<file path="src/rtl/pipe_ctrl_pkg.sv">
// Shared decode constants, forwarding encodings and mul/div state type
// for the pipeline hazard controller.
package pipe_ctrl_pkg;

  // Opcode field values
  localparam logic [5:0] SPECIAL = 6'b000000;
  localparam logic [5:0] J       = 6'b000010;
  localparam logic [5:0] JAL     = 6'b000011;

  // Funct field values under SPECIAL
  localparam logic [5:0] JR      = 6'b001000;
  localparam logic [5:0] MFHI    = 6'b010000;
  localparam logic [5:0] MFLO    = 6'b010010;
  localparam logic [5:0] MULT    = 6'b011000;
  localparam logic [5:0] MULTU   = 6'b011001;
  localparam logic [5:0] DIV     = 6'b011010;
  localparam logic [5:0] DIVU    = 6'b011011;

  // EX operand source selects
  localparam logic [1:0] FWD_RF  = 2'b00;
  localparam logic [1:0] FWD_MEM = 2'b01;
  localparam logic [1:0] FWD_WB  = 2'b10;

  typedef enum logic {IDLE, BUSY} md_state_t;

  // Instruction that launches the mul/div unit
  function automatic logic is_muldiv(input logic [5:0] op, input logic [5:0] fn);
    return (op == SPECIAL) && (fn == MULT || fn == MULTU || fn == DIV || fn == DIVU);
  endfunction

  // Division variants take the longer latency
  function automatic logic is_div(input logic [5:0] op, input logic [5:0] fn);
    return (op == SPECIAL) && (fn == DIV || fn == DIVU);
  endfunction

  // Any instruction that touches HI/LO and must wait for the unit
  function automatic logic is_hilo(input logic [5:0] op, input logic [5:0] fn);
    return is_muldiv(op, fn) || ((op == SPECIAL) && (fn == MFHI || fn == MFLO));
  endfunction

  // Unconditional control transfer resolved in ID
  function automatic logic is_jump(input logic [5:0] op, input logic [5:0] fn);
    return (op == J) || (op == JAL) || ((op == SPECIAL) && (fn == JR));
  endfunction

endpackage

</file>
<file path="src/rtl/muldiv_tracker.sv">
// Occupancy tracker for the multi-cycle HI/LO unit: start pulse on issue,
// then busy for the latency of the issued operation.
module muldiv_tracker
  import pipe_ctrl_pkg::*;
#(
  parameter int MULT_LAT = 4,
  parameter int DIV_LAT  = 8
) (
  input  logic clk,
  input  logic rst,
  input  logic issue,
  input  logic issue_div,
  output logic hilo_start,
  output logic muldiv_busy
);

  localparam int MAX_LAT = (MULT_LAT > DIV_LAT) ? MULT_LAT : DIV_LAT;
  localparam int CNT_W   = $clog2(MAX_LAT + 1);

  md_state_t        state, state_nxt;
  logic [CNT_W-1:0] cnt, cnt_nxt;

  // State and remaining-cycle counter
  always_ff @(posedge clk) begin
    if (rst) begin
      state <= IDLE;
      cnt   <= '0;
    end else begin
      state <= state_nxt;
      cnt   <= cnt_nxt;
    end
  end

  // Next state, counter reload/decrement and start pulse
  always_comb begin
    state_nxt  = state;
    cnt_nxt    = cnt;
    hilo_start = 1'b0;
    case (state)
      IDLE: begin
        if (issue) begin
          hilo_start = 1'b1;
          state_nxt  = BUSY;
          cnt_nxt    = issue_div ? CNT_W'(DIV_LAT) : CNT_W'(MULT_LAT);
        end
      end
      BUSY: begin
        cnt_nxt = cnt - 1'b1;
        if (cnt == CNT_W'(1)) begin
          state_nxt = IDLE;
          cnt_nxt   = '0;
        end
      end
      default: begin
        state_nxt = IDLE;
        cnt_nxt   = '0;
      end
    endcase
  end

  assign muldiv_busy = (state == BUSY);

endmodule

</file>
<file path="src/rtl/hazard_ctrl.sv">
// Hazard controller beside ID: shadows EX/MEM/WB destinations to produce
// stall, flush and forwarding selects, and sequences the mul/div unit.
module hazard_ctrl
  import pipe_ctrl_pkg::*;
#(
  parameter int MULT_LAT = 4,
  parameter int DIV_LAT  = 8
) (
  input  logic       clk,
  input  logic       rst,
  input  logic       id_valid,
  input  logic [5:0] id_opcode,
  input  logic [5:0] id_funct,
  input  logic [4:0] id_rs,
  input  logic [4:0] id_rt,
  input  logic       id_uses_rt,
  input  logic [4:0] id_dst,
  input  logic       id_regwrite,
  input  logic       id_memread,
  input  logic       ex_branch_taken,
  output logic       stall,
  output logic       flush_id,
  output logic       flush_ex,
  output logic [1:0] fwd_a,
  output logic [1:0] fwd_b,
  output logic       hilo_start,
  output logic       muldiv_busy
);

  logic [4:0] ex_rs, ex_rt, ex_dst, mem_dst, wb_dst;
  logic       ex_rw, ex_ld, mem_rw, wb_rw;
  logic       md_busy, md_start, load_use, md_stall, issue;

  // Later stage wins only if the earlier one has no matching writer; $0 never forwards
  function automatic logic [1:0] fwd_sel(input logic [4:0] src,
                                         input logic m_rw, input logic [4:0] m_dst,
                                         input logic w_rw, input logic [4:0] w_dst);
    if (m_rw && m_dst != 5'd0 && m_dst == src)      return FWD_MEM;
    else if (w_rw && w_dst != 5'd0 && w_dst == src) return FWD_WB;
    else                                            return FWD_RF;
  endfunction

  // Hazard detection; reset forces every output low
  always_comb begin
    load_use = id_valid && ex_ld && (ex_dst != 5'd0) &&
               ((ex_dst == id_rs) || (id_uses_rt && ex_dst == id_rt));
    md_stall = md_busy && id_valid && is_hilo(id_opcode, id_funct);
    stall    = !rst && !ex_branch_taken && (load_use || md_stall);
    flush_ex = !rst && (ex_branch_taken || stall);
    flush_id = !rst && (ex_branch_taken ||
               (id_valid && is_jump(id_opcode, id_funct) && !stall));
    issue    = !rst && id_valid && is_muldiv(id_opcode, id_funct) &&
               !stall && !ex_branch_taken;
    fwd_a    = rst ? FWD_RF : fwd_sel(ex_rs, mem_rw, mem_dst, wb_rw, wb_dst);
    fwd_b    = rst ? FWD_RF : fwd_sel(ex_rt, mem_rw, mem_dst, wb_rw, wb_dst);
  end

  // ID -> EX -> MEM -> WB shadow of register-write information
  always_ff @(posedge clk) begin
    if (rst || flush_ex) begin
      ex_rs  <= '0;
      ex_rt  <= '0;
      ex_dst <= '0;
      ex_rw  <= 1'b0;
      ex_ld  <= 1'b0;
    end else begin
      ex_rs  <= id_rs;
      ex_rt  <= id_rt;
      ex_dst <= id_dst;
      ex_rw  <= id_regwrite;
      ex_ld  <= id_memread;
    end
    if (rst) begin
      mem_dst <= '0;
      mem_rw  <= 1'b0;
      wb_dst  <= '0;
      wb_rw   <= 1'b0;
    end else begin
      mem_dst <= ex_dst;
      mem_rw  <= ex_rw;
      wb_dst  <= mem_dst;
      wb_rw   <= mem_rw;
    end
  end

  muldiv_tracker #(
    .MULT_LAT (MULT_LAT),
    .DIV_LAT  (DIV_LAT)
  ) u_muldiv (
    .clk         (clk),
    .rst         (rst),
    .issue       (issue),
    .issue_div   (is_div(id_opcode, id_funct)),
    .hilo_start  (md_start),
    .muldiv_busy (md_busy)
  );

  assign hilo_start  = md_start && !rst;
  assign muldiv_busy = md_busy && !rst;

endmodule
</file>
<file path="config.mk">
export PLATFORM = sky130hd
export DESIGN_NAME = hazard_ctrl
export DESIGN_NICKNAME = d
export VERILOG_FILES = /design/src/rtl/pipe_ctrl_pkg.sv /design/src/rtl/muldiv_tracker.sv /design/src/rtl/hazard_ctrl.sv
export SDC_FILE = /design/constraint.sdc
export NUM_CORES = 1
export LEC_CHECK = 0
export BUFFER_PORTS_ARGS = -buffer_cell sky130_fd_sc_hd__buf_2
export CAP_MARGIN = 20
export CELL_PAD_IN_SITES_DETAIL_PLACEMENT = 1
export CELL_PAD_IN_SITES_GLOBAL_PLACEMENT = 2
export CORE_ASPECT_RATIO = 2
export CORE_MARGIN = 3
export CORE_UTILIZATION = 31
export CTS_CLUSTER_DIAMETER = 30
export DETAILED_ROUTE_END_ITERATION = 8
export PLACE_DENSITY_LB_ADDON = 0.1
export SLEW_MARGIN = 20
export SYNTH_ARGS = -nofsm -noshare
export SYNTH_HDL_FRONTEND = slang
export SYNTH_SLANG_ARGS = --single-unit
export TNS_END_PERCENT = 1
</file>
<file path="constraint.sdc">
create_clock -name clk -period 2.2 [get_ports clk]
set_clock_uncertainty 0.05 [all_clocks]
set_input_delay 0.11 -clock clk [delete_from_list [all_inputs] [get_ports clk]]
set_output_delay 0.11 -clock clk [all_outputs]
set_load 0.02 [all_outputs]
</file>
* Word level (Yosys, flattened, before mapping)
Index checks and enable logic that the tools add are counted. Widths: inputs -> output; s select.
Word-level totals: logic and storage cells 92, flip-flop bits (word level) 34, output and inout port bits 9, bits of input ports 34
Cells by class: reductions and logical operators 48, mux-type cells 14, equal/unequal tests 17, $add $sub $neg 1, bitwise operators 1
Operator list (number):
- $eq 6x5->1 const B | 6
- $eq 5x5->1 | 6
- $logic_and 1x1->1 | 28
- $reduce_bool 5->1 | 3
- $logic_or 1x1->1 | 13
- $eq 6x2->1 const B | 2
- $mux 2 | 6
- $mux 4 | 3
- $pmux 4 s2 | 1
- $eq 6x4->1 const B | 1
- $logic_not 6->1 | 1
- $eq 4x1->1 const B | 1
- $sub 4x1->4 const B | 1
- $logic_not 1->1 | 3
- $mux 1 | 3
- $ne 2x2->1 const B | 1
- $pmux 1 s2 | 1
- $not 1->1 | 1

* Logic depth before layout (Yosys ltp)
Gate-level depths: netlist (run 1).
depth in word-level cells 15, gate-level depth with buffers 7, depth with buffers taken out 7

* Hierarchy
Synthesis (run 1) repeated with hierarchy kept, for this count alone.
Second synthesis, totals: cell total of the unflattened synthesis 171, area total of the unflattened synthesis 1655.3 sq um
Modules (own cells, without submodules):
- hazard_ctrl | seq. area each 580.6 sq um, times used 1, area each 1357.6 sq um, cells each 137
- muldiv_tracker | seq. area each 100.1 sq um, times used 1, area each 297.8 sq um, cells each 34

* Least setup slack after synthesis (run 1)
OpenSTA, ideal clock, no wires.
path type reg-to-output, start register mem_dst[4], end output port fwd_a[1], stages on the path, launching flop included 5, arrival 1.958 ns, path slack 0.082 ns, data required time 2.040 ns, path buffers 0, cells stage by stage dfxtp_1 -> or4_1 -> o21ai_0 -> nor3_1 -> nor4_1
On the way: word-level cells in the longest chain between the ends 5, elaborated cells between the ends (all ways) 6, those cells by class eq/ne (1); mux (2); reduce/logical (3)
RTL lines:
- start: declaration | line hazard_ctrl.sv:30 | logic [4:0] ex_rs, ex_rt, ex_dst, mem_dst, wb_dst;
- start signal: assignment | line hazard_ctrl.sv:79 | mem_dst <= ex_dst;
- $reduce_bool 5->1 | line hazard_ctrl.sv:38 | if (m_rw && m_dst != 5'd0 && m_dst == src) return FWD_MEM;
- $logic_and 1x1->1 | line hazard_ctrl.sv:38
- $logic_and 1x1->1 (*) | line hazard_ctrl.sv:38
- $mux 2 (*) | line hazard_ctrl.sv:38
- $mux 2 (*) | line hazard_ctrl.sv:54 | fwd_a = rst ? FWD_RF : fwd_sel(ex_rs, mem_rw, mem_dst, wb_rw, wb_dst);
- end: declaration | line hazard_ctrl.sv:24 | output logic [1:0] fwd_a,
Every way passes the cells marked *; elsewhere a longest branch is shown, timed or not.

* Worst setup path after layout (run 1)
Ends and elaborated chain as after synthesis.

==> results of run 1 <==
## power groups by stage
stage | combinational [mW] | clock, mW | sequential, mW
after floorplan | 0.0797 | 0 | 0.660
after CTS | 0.160 | 0.483 | 0.652
final | 0.158 | 0.465 | 0.652
after global placement | 0.144 | 0 | 0.665
after global routing | 0.175 | 0.515 | 0.654
after detailed placement | 0.149 | 0 | 0.665
## layout make-up
| cell class | instances | area, sq um | area share (%) |
|---|---|---|---|
| clock inverters | 1 | 5.005 | 0.2275 |
| inverters | 6 | 22.52 | 1.024 |
| repair buffers | 55 | 335.3 | 15.24 |
| clock buffers | 7 | 86.33 | 3.925 |
| flip-flops and latches | 34 | 686.9 | 31.23 |
| well taps | 58 | 72.57 | 3.299 |
| multi-input cells | 132 | 991.0 | 45.05 |
## cell usage after synthesis (4+ instances only)
cell	n
xor2_1	10
or4_1	4
nor4_1	5
nand2_1	8
nor4b_1	4
a21oi_1	5
nor3_1	7
nor2b_1	16
and2_2	11
and2_1	6
inv_1	6
dfxtp_1	34
xnor2_1	21
## registers in the layout, indices dropped and copies added (netlist names)
name / cells
mem_rw: 1
u_muldiv.cnt: 4
ex_rs: 5
ex_rt: 5
ex_rw: 1
ex_dst: 5
u_muldiv.muldiv_busy: 1
ex_ld: 1
wb_dst: 5
wb_rw: 1
mem_dst: 5
## cell families after synthesis
family	count (synthesis)	share of synthesized area, %
adder cells (fa/ha/maj)	2	1.477
AO/OA/AOI/OAI	22	11.30
buffers and inverters	10	2.659
AND/OR/NAND/NOR	77	28.36
flip-flops	34	40.18
XOR/XNOR	31	16.03
## metrics by stage
step	worst slack (ns)	power [mW]	instance area [sq um]	hold slack (ns)	utilization (%)
3_5_place_dp	-0.04262	0.8143	2012	0.2732	38.46
3_3_place_gp	-0.01279	0.8088	2012	0.2625	38.46
5_1_grt	0.002425	1.343	2200	0.0004508	42.05
4_1_cts	0.03132	1.295	2178	0.002787	41.64
6_report	0.05579	1.275	2200	0.006828	42.05
2_1_floorplan	0.08212	0.7397	1694	0.1817	-
## worst max-delay path, stage by stage, from the launching register on
cell	delay [ns]
dfxtp_2	0.35
or4_4	0.57
o21ai_4	0.23
nor3_1	0.09
nor4_1	0.26
buf_2	0.21
## repair_timing
action,in CTS,in global routing
setup endpoints to repair,4,3
hold endpoints to repair,6,0
gates resized for setup,4,7
pin swaps,0,2
setup buffers,0,1
hold buffers,6,0
## metal layers
layer | global-route usage (%) | share of wire [%]
met5 | 0 | 0
met3 | 2.339 | 2.9
met2 | 33.08 | 64
met1 | 12.60 | 31
met4 | 6.656 | 2.7
## final timing paths
| path | startpoint | end | slack (ns) |
|---|---|---|---|
| setup / recovery | mem_dst[4] | fwd_a[1] | 0.06 |
| hold / removal | id_dst[2] | ex_dst[2] | 0.007 |
| setup reg to reg | ex_dst[1] | ex_rs[4] | 0.24 |
| hold reg to reg | ex_rw | mem_rw | 0.39 |
==> impl_metrics.yaml, run 1 <==
routing:
  wl_per_cell_um: 16.55
  vias: 1461
  firstDrtPassIters: 4
  drc: 0
  drt.antenna.violating_nets: 0
  drtIter0Drc: 23
  vias_per_cell: 4.986
  drt-total-wl_mm: 4.850
worst_setup_path:
  cp_max_fo: 4
  critPathArrivalTime_ns: 1.98
  endpoint_kind: "primary output"
  path_class: "register to primary output"
  crit_path_start_kind: "register"
  crit_required_ns: 2.04
  rr_worst_depth: 5
die:
  num_rows: 37
  die_w_um: 58.27
  start_util_pct: 32.38
  coreArea_sq_um: 5231
  pin_count: 43
  die_h_um: 110.5
  die_area_sq_um: 6441
yosys:
  synthArstFlopShare_pct: 0
  netlist_area_sq_um: 1694
  synthTopCellsByArea: "dfxtp_1 (40%), xnor2_1 (11%), nor2b_1 (5.9%)"
  synth_top_cell_by_area: "dfxtp_1"
  syn_nets: 212
  netlist_instances: 176
  seq_area_frac_synth_pct: 40.18
  synth.top_cell.area_share_pct: 40.18
  synthFlopType: "dfxtp_1"
  ys_types: 41
  ys_seq_elements: 34
  synth-edff-count: 0
  syn-mean-instance-area_sq_um: 9.626
  ys.warnings.count: 0
power_and_ir_drop:
  powerDensity_nw_per_um2: 579.9
  comb_power_share_pct: 12.4
  switchingPower_mw: 0.3058
  power.internal_mw: 0.9696
  clockPowerShare_pct: 36.5
  power.leakage_nw: 0.9450
  vdd.ir_drop.worst_mv: 0.3691
  power_frac_seq_pct: 51.1
  switching_share_pct: 23.98
finish:
  final_common_cell: "buf_2"
  num_antenna_cells: 0
  fillers: 639
  stdcell_count: 293
  layout_common_cells: "buf_2 (42), dfxtp_1 (29), xnor2_1 (21)"
  drive_above_1_share_pct: 34.47
  area_delta_synth_final_pct: 29.84
  nets: 270
cts:
  cts_buffers: 5
  cts.path.max_buffers: 2
  clk_latency_ns: 0.28
  clk_pin_slew_ns: 0.06
  cts_tree: "done"
  clockRootBuffer: "clkbuf_8"
  htreeDepth: 2
  cts_sinks: 34
sta:
  setup_viol: 0
  tightest_slew_ns: 0.3185
  fin_crit_sh_pct: 97.46
  drv_slew: 0
  slew_headroom_pct: 78.47
  fmaxAchievable_ghz: 0.4664
  rsz0062_at_grt: "no"
  period_minus_slack_ns: 2.144
  final.setup.tns_ns: 0
  hold_viol: 0
hold_path:
  hp-class: "primary input to register"
  min_path_cells: 2
grt:
  grt_pass1_vias: 1578
  grt_max_degree: 18
  track_usage_pct: 15.69
  grt.overflow.total: 0
  antenna_found_initial: 0
  grt_pass1_wl_mm: 7.590
placement:
  portBuffers: 42
  dpl.hpwl_mm: 4.091
  dp_cells: 278
  place_congestion: 0.7911
status:
  status: "complete, no violations"
job:
  maxCapViolations: 0
Note: power is estimated with default switching activity, not from simulation.
==> inputs of run 2 (changes only) <==
--- a/config.mk
+++ b/config.mk
@@ -5,16 +5,17 @@
 export SDC_FILE = /design/constraint.sdc
 export NUM_CORES = 1
 export LEC_CHECK = 0
+export ABC_AREA = 1
 export BUFFER_PORTS_ARGS = -buffer_cell sky130_fd_sc_hd__buf_2
 export CAP_MARGIN = 20
 export CELL_PAD_IN_SITES_DETAIL_PLACEMENT = 1
 export CELL_PAD_IN_SITES_GLOBAL_PLACEMENT = 2
 export CORE_ASPECT_RATIO = 2
 export CORE_MARGIN = 3
-export CORE_UTILIZATION = 31
+export CORE_UTILIZATION = 29
 export CTS_CLUSTER_DIAMETER = 30
 export DETAILED_ROUTE_END_ITERATION = 8
-export PLACE_DENSITY_LB_ADDON = 0.1
+export PLACE_DENSITY = 0.9
 export SLEW_MARGIN = 20
 export SYNTH_ARGS = -nofsm -noshare
 export SYNTH_HDL_FRONTEND = slang
==> run 2 against run 1 <==
  * The run now ends with negative hold slack left
  * First-iteration DRC count decreased by 26%
  * Highest routed layer unchanged
  * Routed wire length decreased by 5.9%
  * Global-route usage decreased by 1.5 points
  * Synthesized cell count increased by 45%
  * Sequential power about the same
  * Critical path depth increased by 7
  * Sequential share of layout area decreased by 0.79 points
  * Area after synthesis increased by 6.0%
  * Count of clock-buffer cells in the layout decreased by 1
  * Clock power increased by 52%
  * Critical path type unchanged
  * Via count increased by 16%
  * Setup slack improved by 0.27 ns
==> impl_metrics.yaml, run 2 <==
sta:
  whs_ns: -0.0006247
  period_minus_slack_ns: 1.872
  fmaxAchievable_ghz: 0.5342
  rsz0062_at_grt: "no"
  hold_viol: 1
  setup_viol: 0
  drv_slew: 0
  tightest_slew_ns: 0.4762
  final.setup.tns_ns: 0
  fin_crit_sh_pct: 85.09
  slew_headroom_pct: 67.96
finish:
  drive_above_1_share_pct: 25.82
  nets: 341
  final_cell_area_sq_um: 2236
  final_common_cell: "nand2_1"
  area_delta_synth_final_pct: 24.53
  layout_common_cells: "nand2_1 (48), inv_1 (46), nor2_1 (42), buf_2 (42), dfxtp_1 (34)"
  num_antenna_cells: 0
grt:
  grt_max_degree: 20
  antenna_found_initial: 0
  grt_pass1_vias: 1737
  track_usage_pct: 14.21
  grt.overflow.total: 0
  grt_pass1_wl_mm: 7.590
cts:
  cts_tree: "done"
  hold_buffers: 2
  clk_pin_slew_ns: 0.05
  cts_resized: 0
  clk_latency_ns: 0.28
  cts_sinks: 34
  cts.path.max_buffers: 2
  htreeDepth: 2
  cts_buffers: 5
  post_cts_buffers: 0
  clockRootBuffer: "clkbuf_16"
job:
  maxCapViolations: 0
worst_setup_path:
  crit_path_start_kind: "register"
  rr_worst_depth: 9
  endpoint_kind: "primary output"
  path_class: "register to primary output"
  crit_required_ns: 2.04
  cp_max_fo: 3
  critPathArrivalTime_ns: 1.71
routing:
  wl_per_cell_um: 12.37
  drtIter0Drc: 17
  drt.antenna.violating_nets: 0
  drt-total-wl_mm: 4.563
  firstDrtPassIters: 4
  vias: 1693
  vias_per_cell: 4.588
  drc: 0
yosys:
  syn_nets: 292
  synth.top_cell.area_share_pct: 37.91
  seq_area_frac_synth_pct: 37.91
  synthTopCellsByArea: "dfxtp_1 (38%), nand2_1 (10%), inv_1 (9.6%)"
  synth-edff-count: 0
  synthFlopType: "dfxtp_1"
  netlist_area_sq_um: 1795
  ys_types: 32
  ys_seq_elements: 34
  synth.most_common_cell: "nand2_1"
  ys.warnings.count: 0
  synthTopCellsByCount: "nand2_1 (48), inv_1 (46), nor2_1 (42), dfxtp_1 (34), nor2_2 (13)"
  syn-mean-instance-area_sq_um: 7.014
  synth_top_cell_by_area: "dfxtp_1"
  synthArstFlopShare_pct: 0
  netlist_instances: 256
power_and_ir_drop:
  total_power_mw: 1.506
  powerDensity_nw_per_um2: 673.7
  power.leakage_nw: 1.165
  vdd.ir_drop.worst_mv: 0.3813
die:
  num_rows: 40
  pin_count: 43
  die_area_sq_um: 7229
  die_w_um: 61.64
  coreArea_sq_um: 6006
  start_util_pct: 29.90
  die_h_um: 117.3
status:
  failed_checks: "negative hold slack"
  status: "complete, but fails checks"
placement:
  place_congestion: 0.8088
  post_dp_cell_area_sq_um: 2064
  dpl.hpwl_mm: 3.687
  portBuffers: 42
hold_path:
  min_path_cells: 3
  hp-class: "primary input to register"
-- run 2: cell count changes after synthesis, moves of 6 or more --
cell / change
xnor2_1: -13
inv_1: +40
nor2b_1: -16
and2_2: -11
nor2_1: +40
nor2_2: +13
nor3_1: -6
nand2_1: +40
-- run 2: through the flow --
stage,utilization (%),hold slack (ns),setup slack (ns),std cells
3_3_place_gp,34.38,0.2741,0.5547,359
4_1_cts,37.23,0.0003082,0.2830,369
2_1_floorplan,-,0.1722,0.7758,256
6_report,37.23,-0.0006247,0.3280,369
3_5_place_dp,34.38,0.2846,0.5865,359
5_1_grt,37.23,0.01197,0.1329,369
-- run 2: final timing paths --
path,start,to,slack (ns)
hold / removal,id_dst[1],ex_dst[1],-0.0006
setup / recovery,ex_dst[2],flush_id,0.33
setup reg to reg,ex_dst[2],ex_rt[1],0.73
hold reg to reg,ex_rw,mem_rw,0.35
-- run 2: cell type report --
type / instances / area, sq um
Clock buffer: 6 / 138.9
Timing Repair Buffer: 45 / 237.7
Inverter: 51 / 191.4
Tap cell: 63 / 78.83
Multi-Input combinational cell: 168 / 895.9
Sequential cell: 34 / 680.7
Fill cell: 798 / 3770
Clock inverter: 2 / 12.51
-- run 2: routing by layer --
layer	GRT usage, %	wire, um
met1	13.39	1575
met2	27.64	2802
met3	1.976	92
met4	7.082	93
met5	0	0
-- run 2: cells by family (layout without fill, tap and decap cells) --
logic type | Yosys count | count (layout) | synth area share, %
and+or+nand+nor | 130 | 130 | 34.29
buffers and inverters | 54 | 104 | 12.20
DFF | 34 | 34 | 37.91
AOI/OAI and AO/OA | 22 | 22 | 7.386
xor gates and xnor gates | 14 | 14 | 6.829
adders and majority gates | 2 | 2 | 1.394
-- run 2: power by group --
part / total (mW) / leakage [nW] / internal, mW / switching (mW)
sequential: 0.649 / 0.277 / 0.634 / 0.0150
combinational: 0.152 / 0.815 / 0.0656 / 0.0863
clock: 0.706 / 0.0729 / 0.447 / 0.258
total: 1.51 / 1.16 / 1.15 / 0.360
-- run 2: critical path, cell delays in order (launching register included) --
cell and delay [ns]:
dfxtp_1 0.36, inv_1 0.09, nand2_1 0.07, nand2_1 0.05, nor2_1 0.12, nand3_1 0.10, nand2_2 0.11, nand2_4 0.08
nand2_1 0.09, nand2_1 0.07, nand2_1 0.07, a21oi_1 0.06, buf_2 0.16
